File: src/rtl/edge_gen_pkg.sv
// Shared types and sizing helper for the edge generator slice.
package edge_gen_pkg;

  typedef enum logic [1:0] {
    IDLE_LOW  = 2'd0,
    HOLD_HIGH = 2'd1,
    IDLE_HIGH = 2'd2,
    HOLD_LOW  = 2'd3
  } edge_gen_state_e;

  // Counter must hold max(MIN_HIGH, MIN_LOW) - 1; sized one larger for headroom.
  function automatic int cnt_width(input int min_high, input int min_low);
    int m;
    m = (min_high > min_low) ? min_high : min_low;
    return $clog2(m + 1);
  endfunction

endpackage

File: src/rtl/min_width_counter.sv
// Loadable down-counter that saturates at zero; done_o flags the final hold cycle.
module min_width_counter #(
  parameter int CW = 2
) (
  input  logic          clk,
  input  logic          reset,
  input  logic          load_i,
  input  logic [CW-1:0] load_val_i,
  output logic          done_o
);

  logic [CW-1:0] r_cnt;

  // Load wins over decrement; never wraps below zero.
  always_ff @(posedge clk or posedge reset) begin
    if (reset)                r_cnt <= '0;
    else if (load_i)          r_cnt <= load_val_i;
    else if (r_cnt != '0)     r_cnt <= r_cnt - CW'(1);
  end

  assign done_o = (r_cnt == '0);

endmodule

File: src/rtl/edge_generator.sv
// Turns rise/fall request pulses into a level with enforced minimum high/low widths.
// One opposite-edge request may be parked while a minimum width is served.
module edge_generator
  import edge_gen_pkg::*;
#(
  parameter logic RESET_LEVEL = 1'b0,
  parameter int   MIN_HIGH    = 3,
  parameter int   MIN_LOW     = 2
) (
  input  logic clk,
  input  logic reset,
  input  logic rise_req_i,
  input  logic fall_req_i,
  output logic a_o,
  output logic busy_o,
  output logic pend_o,
  output logic drop_o
);

  localparam int CW = cnt_width(MIN_HIGH, MIN_LOW);
  localparam logic [CW-1:0] LOAD_HIGH = CW'(MIN_HIGH - 1);
  localparam logic [CW-1:0] LOAD_LOW  = CW'(MIN_LOW - 1);
  localparam edge_gen_state_e RST_STATE = RESET_LEVEL ? IDLE_HIGH : IDLE_LOW;

  edge_gen_state_e r_state;
  logic            r_a;
  logic            r_busy;
  logic            r_pend;
  logic            r_drop;

  logic            w_rise;
  logic            w_fall;
  logic            w_both;
  logic            w_done;
  logic            w_load;
  logic [CW-1:0]   w_load_val;

  // Simultaneous rise+fall is treated as a conflict and discarded as a whole.
  assign w_rise = rise_req_i & ~fall_req_i;
  assign w_fall = fall_req_i & ~rise_req_i;
  assign w_both = rise_req_i &  fall_req_i;

  // Counter load whenever a new hold begins (from idle or on hold exit).
  always_comb begin
    w_load     = 1'b0;
    w_load_val = LOAD_HIGH;
    case (r_state)
      IDLE_LOW:  if (w_rise) begin
                   w_load = 1'b1; w_load_val = LOAD_HIGH;
                 end
      IDLE_HIGH: if (w_fall) begin
                   w_load = 1'b1; w_load_val = LOAD_LOW;
                 end
      HOLD_HIGH: if (w_done && (r_pend || w_fall)) begin
                   w_load = 1'b1; w_load_val = LOAD_LOW;
                 end
      HOLD_LOW:  if (w_done && (r_pend || w_rise)) begin
                   w_load = 1'b1; w_load_val = LOAD_HIGH;
                 end
      default:   ;
    endcase
  end

  min_width_counter #(.CW(CW)) u_cnt (
    .clk        (clk),
    .reset      (reset),
    .load_i     (w_load),
    .load_val_i (w_load_val),
    .done_o     (w_done)
  );

  // Main FSM; a_o/busy_o are registered alongside the state, not decoded from it.
  always_ff @(posedge clk or posedge reset) begin
    if (reset) begin
      r_state <= RST_STATE;
      r_a     <= RESET_LEVEL;
      r_busy  <= 1'b0;
      r_pend  <= 1'b0;
      r_drop  <= 1'b0;
    end else begin
      r_drop <= 1'b0;
      case (r_state)
        IDLE_LOW: begin
          if (w_both) r_drop <= 1'b1;
          else if (w_rise) begin
            r_state <= HOLD_HIGH;
            r_a     <= 1'b1;
            r_busy  <= 1'b1;
          end
        end
        IDLE_HIGH: begin
          if (w_both) r_drop <= 1'b1;
          else if (w_fall) begin
            r_state <= HOLD_LOW;
            r_a     <= 1'b0;
            r_busy  <= 1'b1;
          end
        end
        HOLD_HIGH: begin
          // Only one opposite request can be parked; extras and conflicts are dropped.
          if (w_both || (w_fall && r_pend)) r_drop <= 1'b1;
          if (w_done) begin
            r_pend <= 1'b0;
            if (r_pend || w_fall) begin
              r_state <= HOLD_LOW;
              r_a     <= 1'b0;
            end else begin
              r_state <= IDLE_HIGH;
              r_busy  <= 1'b0;
            end
          end else if (w_fall) begin
            r_pend <= 1'b1;
          end
        end
        HOLD_LOW: begin
          if (w_both || (w_rise && r_pend)) r_drop <= 1'b1;
          if (w_done) begin
            r_pend <= 1'b0;
            if (r_pend || w_rise) begin
              r_state <= HOLD_HIGH;
              r_a     <= 1'b1;
            end else begin
              r_state <= IDLE_LOW;
              r_busy  <= 1'b0;
            end
          end else if (w_rise) begin
            r_pend <= 1'b1;
          end
        end
        default: begin
          r_state <= RST_STATE;
          r_a     <= RESET_LEVEL;
          r_busy  <= 1'b0;
          r_pend  <= 1'b0;
        end
      endcase
    end
  end

  assign a_o    = r_a;
  assign busy_o = r_busy;
  assign pend_o = r_pend;
  assign drop_o = r_drop;

endmodule

File: config.mk
export PLATFORM = sky130hd
export DESIGN_NAME = edge_generator
export DESIGN_NICKNAME = d
export VERILOG_FILES = /design/src/rtl/edge_gen_pkg.sv /design/src/rtl/min_width_counter.sv /design/src/rtl/edge_generator.sv
export SDC_FILE = /design/constraint.sdc
export NUM_CORES = 1
export LEC_CHECK = 0
export ABC_AREA = 1
export CORE_AREA = 10 10 47 49
export CTS_BUF_LIST = sky130_fd_sc_hd__clkbuf_16
export CTS_CLUSTER_DIAMETER = 200
export DETAILED_ROUTE_END_ITERATION = 10
export DIE_AREA = 0 0 57 59
export PLACE_DENSITY = 0.68
export SLEW_MARGIN = 20
export SYNTH_ARGS = -nofsm -noshare
export SYNTH_HDL_FRONTEND = slang
export SYNTH_SLANG_ARGS = --single-unit
File: constraint.sdc
create_clock -name clk -period 1.4 [get_ports clk]
set_input_delay 0.42 -clock clk [delete_from_list [all_inputs] [get_ports clk]]
set_output_delay 0.42 -clock clk [all_outputs]
set_load 0.01 [all_outputs]
==> results.toml <==
[setup_path]
rr_endpoint = "u_cnt.r_cnt[1]$_DFFE_PP0P_"
r2r.worst_path.cells = 10
cp-startpoint = "r_state[0]$_DFFE_PP0P_"
crit_end = "u_cnt.r_cnt[1]$_DFFE_PP0P_"
cp-start-kind = "register"
crit_type = "register to register"
r2r_slack_ns = 0.06
arrival_ns = 1.47
cp_data_required_time_ns = 1.53
cp-end-kind = "register"
timing.rr.start = "r_state[0]$_DFFE_PP0P_"
cp_max_fo = 4

[logic_synthesis]
syn_area_per_cell_um2 = 7.48
synth_top_cell_area_share = 0.327
postSynthCellCount = 82
synth_top_cell_by_area = "dfrtp_1"
synth_cell_types = 18
ys_seq_area_frac = 0.327
syn_nets = 92
synth-seq-cells = 8
ys.warnings.count = 0
syn_area_um2 = 613
yosys-top-cells-area = "dfrtp_1, ha_1, nand2_1, inv_1, nand3_1"

[routing]
totalWireLength_um = 1440
vias = 553
viasPerCell = 4.94
drt_first_pass_iters = 4
antenna_left = 0
drc = 0
drt_iter0_markers = 9
avgRoutedWirePerCell_um = 12.8

[worst_hold_path]
worstHoldPathType = "input port to async pin"

[power_and_ir_drop]
powerDensity_nw_per_um2 = 2810
finalPower_mw = 2.52
vdd_drop_max_mv = 1.54
p_leak_nw = 0.429

[finish]
final_net_count = 108
layout_common_cells = "nand2_1, nand3_1, inv_1, dfrtp_1, dlygate4sd2_1"
antenna_cells = 0
drive_gt1_frac = 0.344
layout_commonest_cell = "nand2_1"
area_growth_pct = 46.3

[clock_tree]
cts_tree = "yes"
worst_setup_hold_path_clk_slew_ns = 0.04
cts_buffers = 3
clkSinkCount = 8
holdBufCountCts = 0
cts_buffer_depth = 2
clk_latency_ns = 0.24
htreeDepth = 1
clockRootBuffer = "clkbuf_16"

[floorplanning]
rows = 14
ios = 8
die_y_um = 59
dieArea_um2 = 3360
die_width_um = 57
initial_utilization = 0.437
core-area_um2 = 1400

[timing]
tightest_slew_ns = 0.323
period_needed_ns = 1.34
clock_skew_ns = 0.00102
report.final.hold_viol_count = 0
fmax_ghz = 0.746
hold_slack_ns = 0.435
slew_headroom = 0.784
final.period_utilization = 0.957
setup_viol = 0
final_max_slew_viol_count = 0

[flow_run]
maxCapViolCount = 0

[global_routing]
antenna_found_initial = 0
grt-ovfl-total = 0
grt_pass1_vias = 548
grt_max_degree = 9
gr-usage-all-layers = 0.0922
grt_pass1_wl_um = 2330

[place]
place.gp.congestion = 0.835
post-dp-hpwl_um = 1010
port_buffers = 7

[run_status]
outcome = "completed"
-- worst min-delay path by stage --
stage	from	end	slack, ns	cells past startpoint
final	reset	pend_o$_DFFE_PP0P_	0.43	2
after global routing	reset	u_cnt.r_cnt[1]$_DFFE_PP0P_	0.46	2
after CTS	reset	pend_o$_DFFE_PP0P_	0.45	2
after detailed placement	a_o$_DFFE_PP0P_	a_o$_DFFE_PP0P_	0.49	2
after global placement	a_o$_DFFE_PP0P_	a_o$_DFFE_PP0P_	0.48	2
after floorplan	reset	a_o$_DFFE_PP0P_	0.24	1
-- Yosys cell counts --
master   instances
inv_1           13
xnor2_1          1
o311a_1          1
o21ai_1          1
nand2_2          5
a21oi_1          3
o22ai_1          1
o21ai_0          5
nor2_1           4
nand3_1          8
nand2_1         19
nand3_2          2
inv_2            2
dfrtp_1          8
o22ai_2          1
nor3_2           1
ha_1             6
nor2_4           1
-- layout make-up --
cell class              instances  area (um^2)
inverters                      15         66.3
flip-flops and latches          8          203
well taps                      16         20.0
fillers                       125          504
repair buffers                 11         92.6
multi-input cells              59          440
clock buffers                   3         75.1
-- power breakdown --
group / internal (mW) / switching [mW]
Combinational: 0.681 / 0.879
Sequential: 0.363 / 0.107
Clock: 0.369 / 0.122
Total: 1.41 / 1.11
-- routing by layer --
layer  vias to the layer above  share of wire  GRT usage
met5                         -              0          0
met4                         0          0.043     0.0805
met3                         5          0.060     0.0536
li1                        289              -          -
met2                         8           0.48      0.135
met1                       251           0.41     0.0918
-- flip-flops by register name (all words and copies together), names as in the netlist --
signal / cells
pend_o: 1
u_cnt.r_cnt: 2
drop_o: 1
busy_o: 1
r_state: 2
a_o: 1
-- critical path: stages (launching register included) --
cell	delay (ns)
dfrtp_2	0.44
inv_4	0.07
ha_4	0.17
nand3_1	0.09
nand2_1	0.05
inv_1	0.06
nand3_2	0.09
nand2_1	0.09
nand2_1	0.07
nand2_1	0.06
inv_1	0.03
-- through the flow --
stage	setup TNS (ns)	setup WS (ns)	instances	util	area, um^2
3_3_place_gp	-1.84	-0.326	109	0.523	733
4_1_cts	0	0.0102	112	0.571	801
6_report	0	0.0603	112	0.640	897
3_5_place_dp	-1.95	-0.338	109	0.523	733
5_1_grt	-0.0500	-0.0278	112	0.640	897
2_1_floorplan	0	0.145	82	-	613
-- cell families after synthesis --
family | share of synthesized area
fa+ha+maj | 0.122
xor+xnor | 0.0143
compound gates | 0.120
flops | 0.327
buf+inv | 0.0918
simple gates | 0.324
-- what timing repair did --
| item | in CTS | in global routing |
|---|---|---|
| resized for setup | 7 | 25 |
| endpoints found under the setup margin | 9 | 7 |
| buffers inserted | 0 | 0 |
| pin swaps | 1 | 5 |
No activity file was read; power rests on OpenSTA's default activity.
